$ cat src/rtl/mesh_route_decoder.sv
// Route computation stage for one mesh router interface: rewrites the packet's top byte with
// the dimension-ordered output port (or 8'hFF when the destination is unreachable), registered.
module mesh_route_decoder #(
    parameter int unsigned pckg_sz = 40,
    parameter int unsigned id_r    = 0,
    parameter int unsigned id_c    = 0,
    parameter int unsigned rows    = 4,
    parameter int unsigned columns = 4
) (
    input  logic               clk,
    input  logic               rst,
    input  logic [pckg_sz-1:0] Data_out_i_in,
    output logic [pckg_sz-1:0] Data_out_i,
    output logic               route_err
);

    localparam logic [3:0] RowId   = 4'(id_r);
    localparam logic [3:0] ColId   = 4'(id_c);
    localparam logic [3:0] RowLast = 4'(rows + 1);
    localparam logic [3:0] ColLast = 4'(columns + 1);

    localparam logic [1:0] PortNorth = 2'd0;
    localparam logic [1:0] PortSouth = 2'd1;
    localparam logic [1:0] PortEast  = 2'd2;
    localparam logic [1:0] PortWest  = 2'd3;

    logic [3:0]         tr;
    logic [3:0]         tc;
    logic               m;
    logic [1:0]         row_port;
    logic [1:0]         col_port;
    logic [1:0]         port;
    logic               row_edge;
    logic               col_edge;
    logic               err_d;
    logic [pckg_sz-1:0] data_d;

    always_comb begin
        tr       = Data_out_i_in[pckg_sz-9 -: 4];
        tc       = Data_out_i_in[pckg_sz-13 -: 4];
        m        = Data_out_i_in[pckg_sz-17];

        row_port = (tr < RowId) ? PortNorth : PortSouth;
        col_port = (tc > ColId) ? PortEast : PortWest;
        if (m) begin
            port = (tr != RowId) ? row_port : col_port;
        end else begin
            port = (tc != ColId) ? col_port : row_port;
        end

        // Corners of the terminal ring carry no terminal.
        row_edge = (tr == 4'd0) || (tr == RowLast);
        col_edge = (tc == 4'd0) || (tc == ColLast);
        err_d    = ((tr == RowId) && (tc == ColId)) ||
                   (tr > RowLast) || (tc > ColLast) ||
                   (row_edge && col_edge);

        data_d                   = Data_out_i_in;
        data_d[pckg_sz-1 -: 8]   = err_d ? 8'hFF : {6'b0, port};
    end

    always_ff @(posedge clk or negedge rst) begin
        if (!rst) begin
            Data_out_i <= '0;
            route_err  <= 1'b0;
        end else begin
            Data_out_i <= data_d;
            route_err  <= err_d;
        end
    end

endmodule

$ cat config.mk
export PLATFORM = sky130hd
export DESIGN_NAME = mesh_route_decoder
export DESIGN_NICKNAME = d
export VERILOG_FILES = /design/src/rtl/mesh_route_decoder.sv
export SDC_FILE = /design/constraint.sdc
export NUM_CORES = 1
export LEC_CHECK = 0
export BUFFER_PORTS_ARGS = -buffer_cell sky130_fd_sc_hd__buf_4
export CAP_MARGIN = 15
export CORE_UTILIZATION = 37
export CTS_CLUSTER_DIAMETER = 120
export DETAILED_ROUTE_END_ITERATION = 7
export HOLD_SLACK_MARGIN = 0.03
export PLACE_DENSITY = 0.81
export SLEW_MARGIN = 20
export SYNTH_ARGS = -nofsm -noshare
export SYNTH_HDL_FRONTEND = slang
export SYNTH_SLANG_ARGS = --single-unit
$ cat constraint.sdc
create_clock -name clk -period 0.8 [get_ports clk]
set_input_delay 0.08 -clock clk [delete_from_list [all_inputs] [get_ports clk]]
set_output_delay 0.08 -clock clk [all_outputs]
set_load 0.02 [all_outputs]
==> metrics <==
Main synth FF type dfrtp_1; HP Class in2reg; post-place setup slack -346 ps; most common cell in the synthesized netlist dfrtp_1; Post-synth EDFFs 0; Synth async-reset ratio 1.00; Logic pwr share 0.186; Via Count just under 900; largest cells by area after synthesis dfrtp_1 87%, buf_4 4.5%, o211ai_1 1.5%, or4_4 1.1%, a21oi_1 0.99%; syn nets 96; syn avg cell area approximately 19 sq um; crit-path cells buf_4; clock-pin slew on the worst setup and hold paths 120 ps; DRC 0; Core Rows 18; Via density about 4.4; CP startpoint kind register; static leakage roughly 1.0 nW; routability cong. 0.690; TritonCTS clock tree yes; Core ar. 2520 sq um; failing checks negative setup slack; CTS max path bufs 2; routed wire length about 3400 microns; Syn. warnings 0; drt wl/cell between 15 and 20 microns; Regs by FF count Data_out_i (35); Distinct cells, synth 13; Int Pwr about 3.0 mW; nature of the critical path endpoint output port; mapped cell area slightly above 1000 sq um; NetSw about 0.95 mW; nets@finish between 200 and 250; gr usage total 0.236; max reg flops 35; Data arrival, critical path 1000 ps; min Tclk post-route between 1000 and 1500 ps; maximum VDD drop between 0.0015 and 0.002 V; clock root buffer clkbuf_4; Max-cap violations 0; pwr/cell area between 1500 and 2000 nW/um^2; H-Tree Depth 2; Sink Count 35; n_diodes 0; Setup TNS Final -6370 ps; f_max between 900 and 1000 MHz; CP top delay family flip-flops; Post-Syn Instances 54; Seq/Total Area, Yosys 0.870; Starting Density 0.399; Final setup viols 41; share of layout cells above drive strength 1 0.556; max_slew headroom 0.712; worst-path fanout max 7; Slew Limit Fails 0; Biggest register Data_out_i; number of global-route vias before repair roughly 970; IO Pins between 80 and 90; detailed-router iteration count before antenna repair 1; Clk pwr share 0.334; drt initial violations 0; Seq cells post-synth 35; grt ovf 0; sw frac 0.240; Sequential Power Share 0.480; die height approximately 54 microns; status complete, but fails checks; Synth top cells by count 35 x dfrtp_1, 6 x buf_4, 2 x a21oi_1, 2 x o211ai_1; Die X approximately 54 microns; area delta synth->final 116%; cts bufs inserted 5; Critical Path RT roughly 720 ps; Routed Antenna Nets 0; Yosys top cell by area dfrtp_1; post-synth top area share 0.870; first-pass GRT wire length approximately 4500 microns; RSZ-0062 raised after global routing true; DPL Wire Length between 1500 and 2000 microns; port bufs 74; fin crit share 1.36; WP buf/inv 1; antenna violations before repair 0; measured slew at the worst slew-check pin around 430 ps; Die ar. around 3000 sq um; largest net degree at the start of global routing 36; Worst Setup Slack, final -285 ps; Fin. Hold Viols 0; Slowest cell on crit path dfrtp_2; Crit Path Class reg2out; Crit path largest cell delay about 480 ps
[cells in the final DEF (no fill, tap or decap)]
| cell | netlist | routed |
|---|---|---|
| buf_4 | 6 | 44 |
| o2111ai_1 | 1 | 1 |
| o21ai_1 | 1 | 1 |
| a21oi_2 | 0 | 2 |
| a21boi_4 | 0 | 1 |
| bufinv_16 | 0 | 1 |
| clkbuf_4 | 0 | 5 |
| nand2_1 | 1 | 1 |
| o211ai_1 | 2 | 2 |
| clkinv_2 | 0 | 1 |
| clkbuf_8 | 0 | 1 |
| or4_4 | 1 | 1 |
| nor2_1 | 1 | 1 |
| dfrtp_1 | 35 | 34 |
| nor4_2 | 0 | 1 |
| dlygate4sd3_1 | 0 | 33 |
| and2_1 | 1 | 1 |
| a211o_1 | 1 | 1 |
| dfrtp_2 | 0 | 1 |
| buf_6 | 0 | 36 |
[layout make-up]
class,count,area [sq um]
fillers,116,344
multi-input cells,13,111
repair buffers,113,1070
clock buffers,6,51.3
clock inverters,2,35.0
well taps,30,37.5
flip-flops and latches,35,877
[path summary, 6_finish.rpt]
| check | startpoint | endpoint | depth (start not counted) |
|---|---|---|---|
| min in group asynchronous | rst | Data_out_i[32] | 2 |
| hold / removal | Data_out_i_in[28] | Data_out_i[33] | 3 |
| setup / recovery | Data_out_i[38] | Data_out_i[37] | 1 |
| max in group asynchronous | rst | Data_out_i[1] | 2 |
[routing by layer]
metal	vias up	track usage	wire length (microns)
li1	402	-	-
met1	411	0.226	1180
met2	48	0.429	1840
met3	6	0.119	279
met4	0	0.0769	65
met5	-	0	0
[power groups by stage]
stage               registers (mW)  clock network [mW]  logic (mW)
detailed placement            1.92                   0       0.526
CTS                           1.90                1.30       0.714
floorplan                     2.03                   0      0.0640
finish                        1.91                1.33       0.739
global placement              1.91                   0       0.513
global route                  1.91                1.44       0.779
[metrics by stage]
| step | hold slack [ps] | total power, mW | cells | area, sq um | util |
|---|---|---|---|---|---|
| floorplan | -216 | 2.10 | 54 | 1010 | - |
| global placement | 35.2 | 2.43 | 158 | 1610 | 0.637 |
| detailed placement | 48.4 | 2.45 | 158 | 1610 | 0.637 |
| CTS | 58.9 | 3.92 | 199 | 2170 | 0.859 |
| global route | 70.4 | 4.13 | 199 | 2180 | 0.864 |
| finish | 57.2 | 3.97 | 199 | 2180 | 0.864 |
[cell families (layout without fill, tap and decap cells)]
group / after synthesis / count (layout) / share of synthesized area
buf+inv: 6 / 121 / 0.0447
compound gates: 8 / 8 / 0.0547
simple gates: 5 / 5 / 0.0311
flops: 35 / 35 / 0.870
[timing repair]
item | CTS | global route
hold endpoints to repair | 69 | 0
resized for setup | 38 | 3
gates cloned | 0 | 0
pin swaps | 0 | 2
endpoints found under the setup margin | 42 | 43
hold buffers | 33 | 0
setup buffers | 0 | 0
Note: power is estimated with default switching activity, not from simulation.
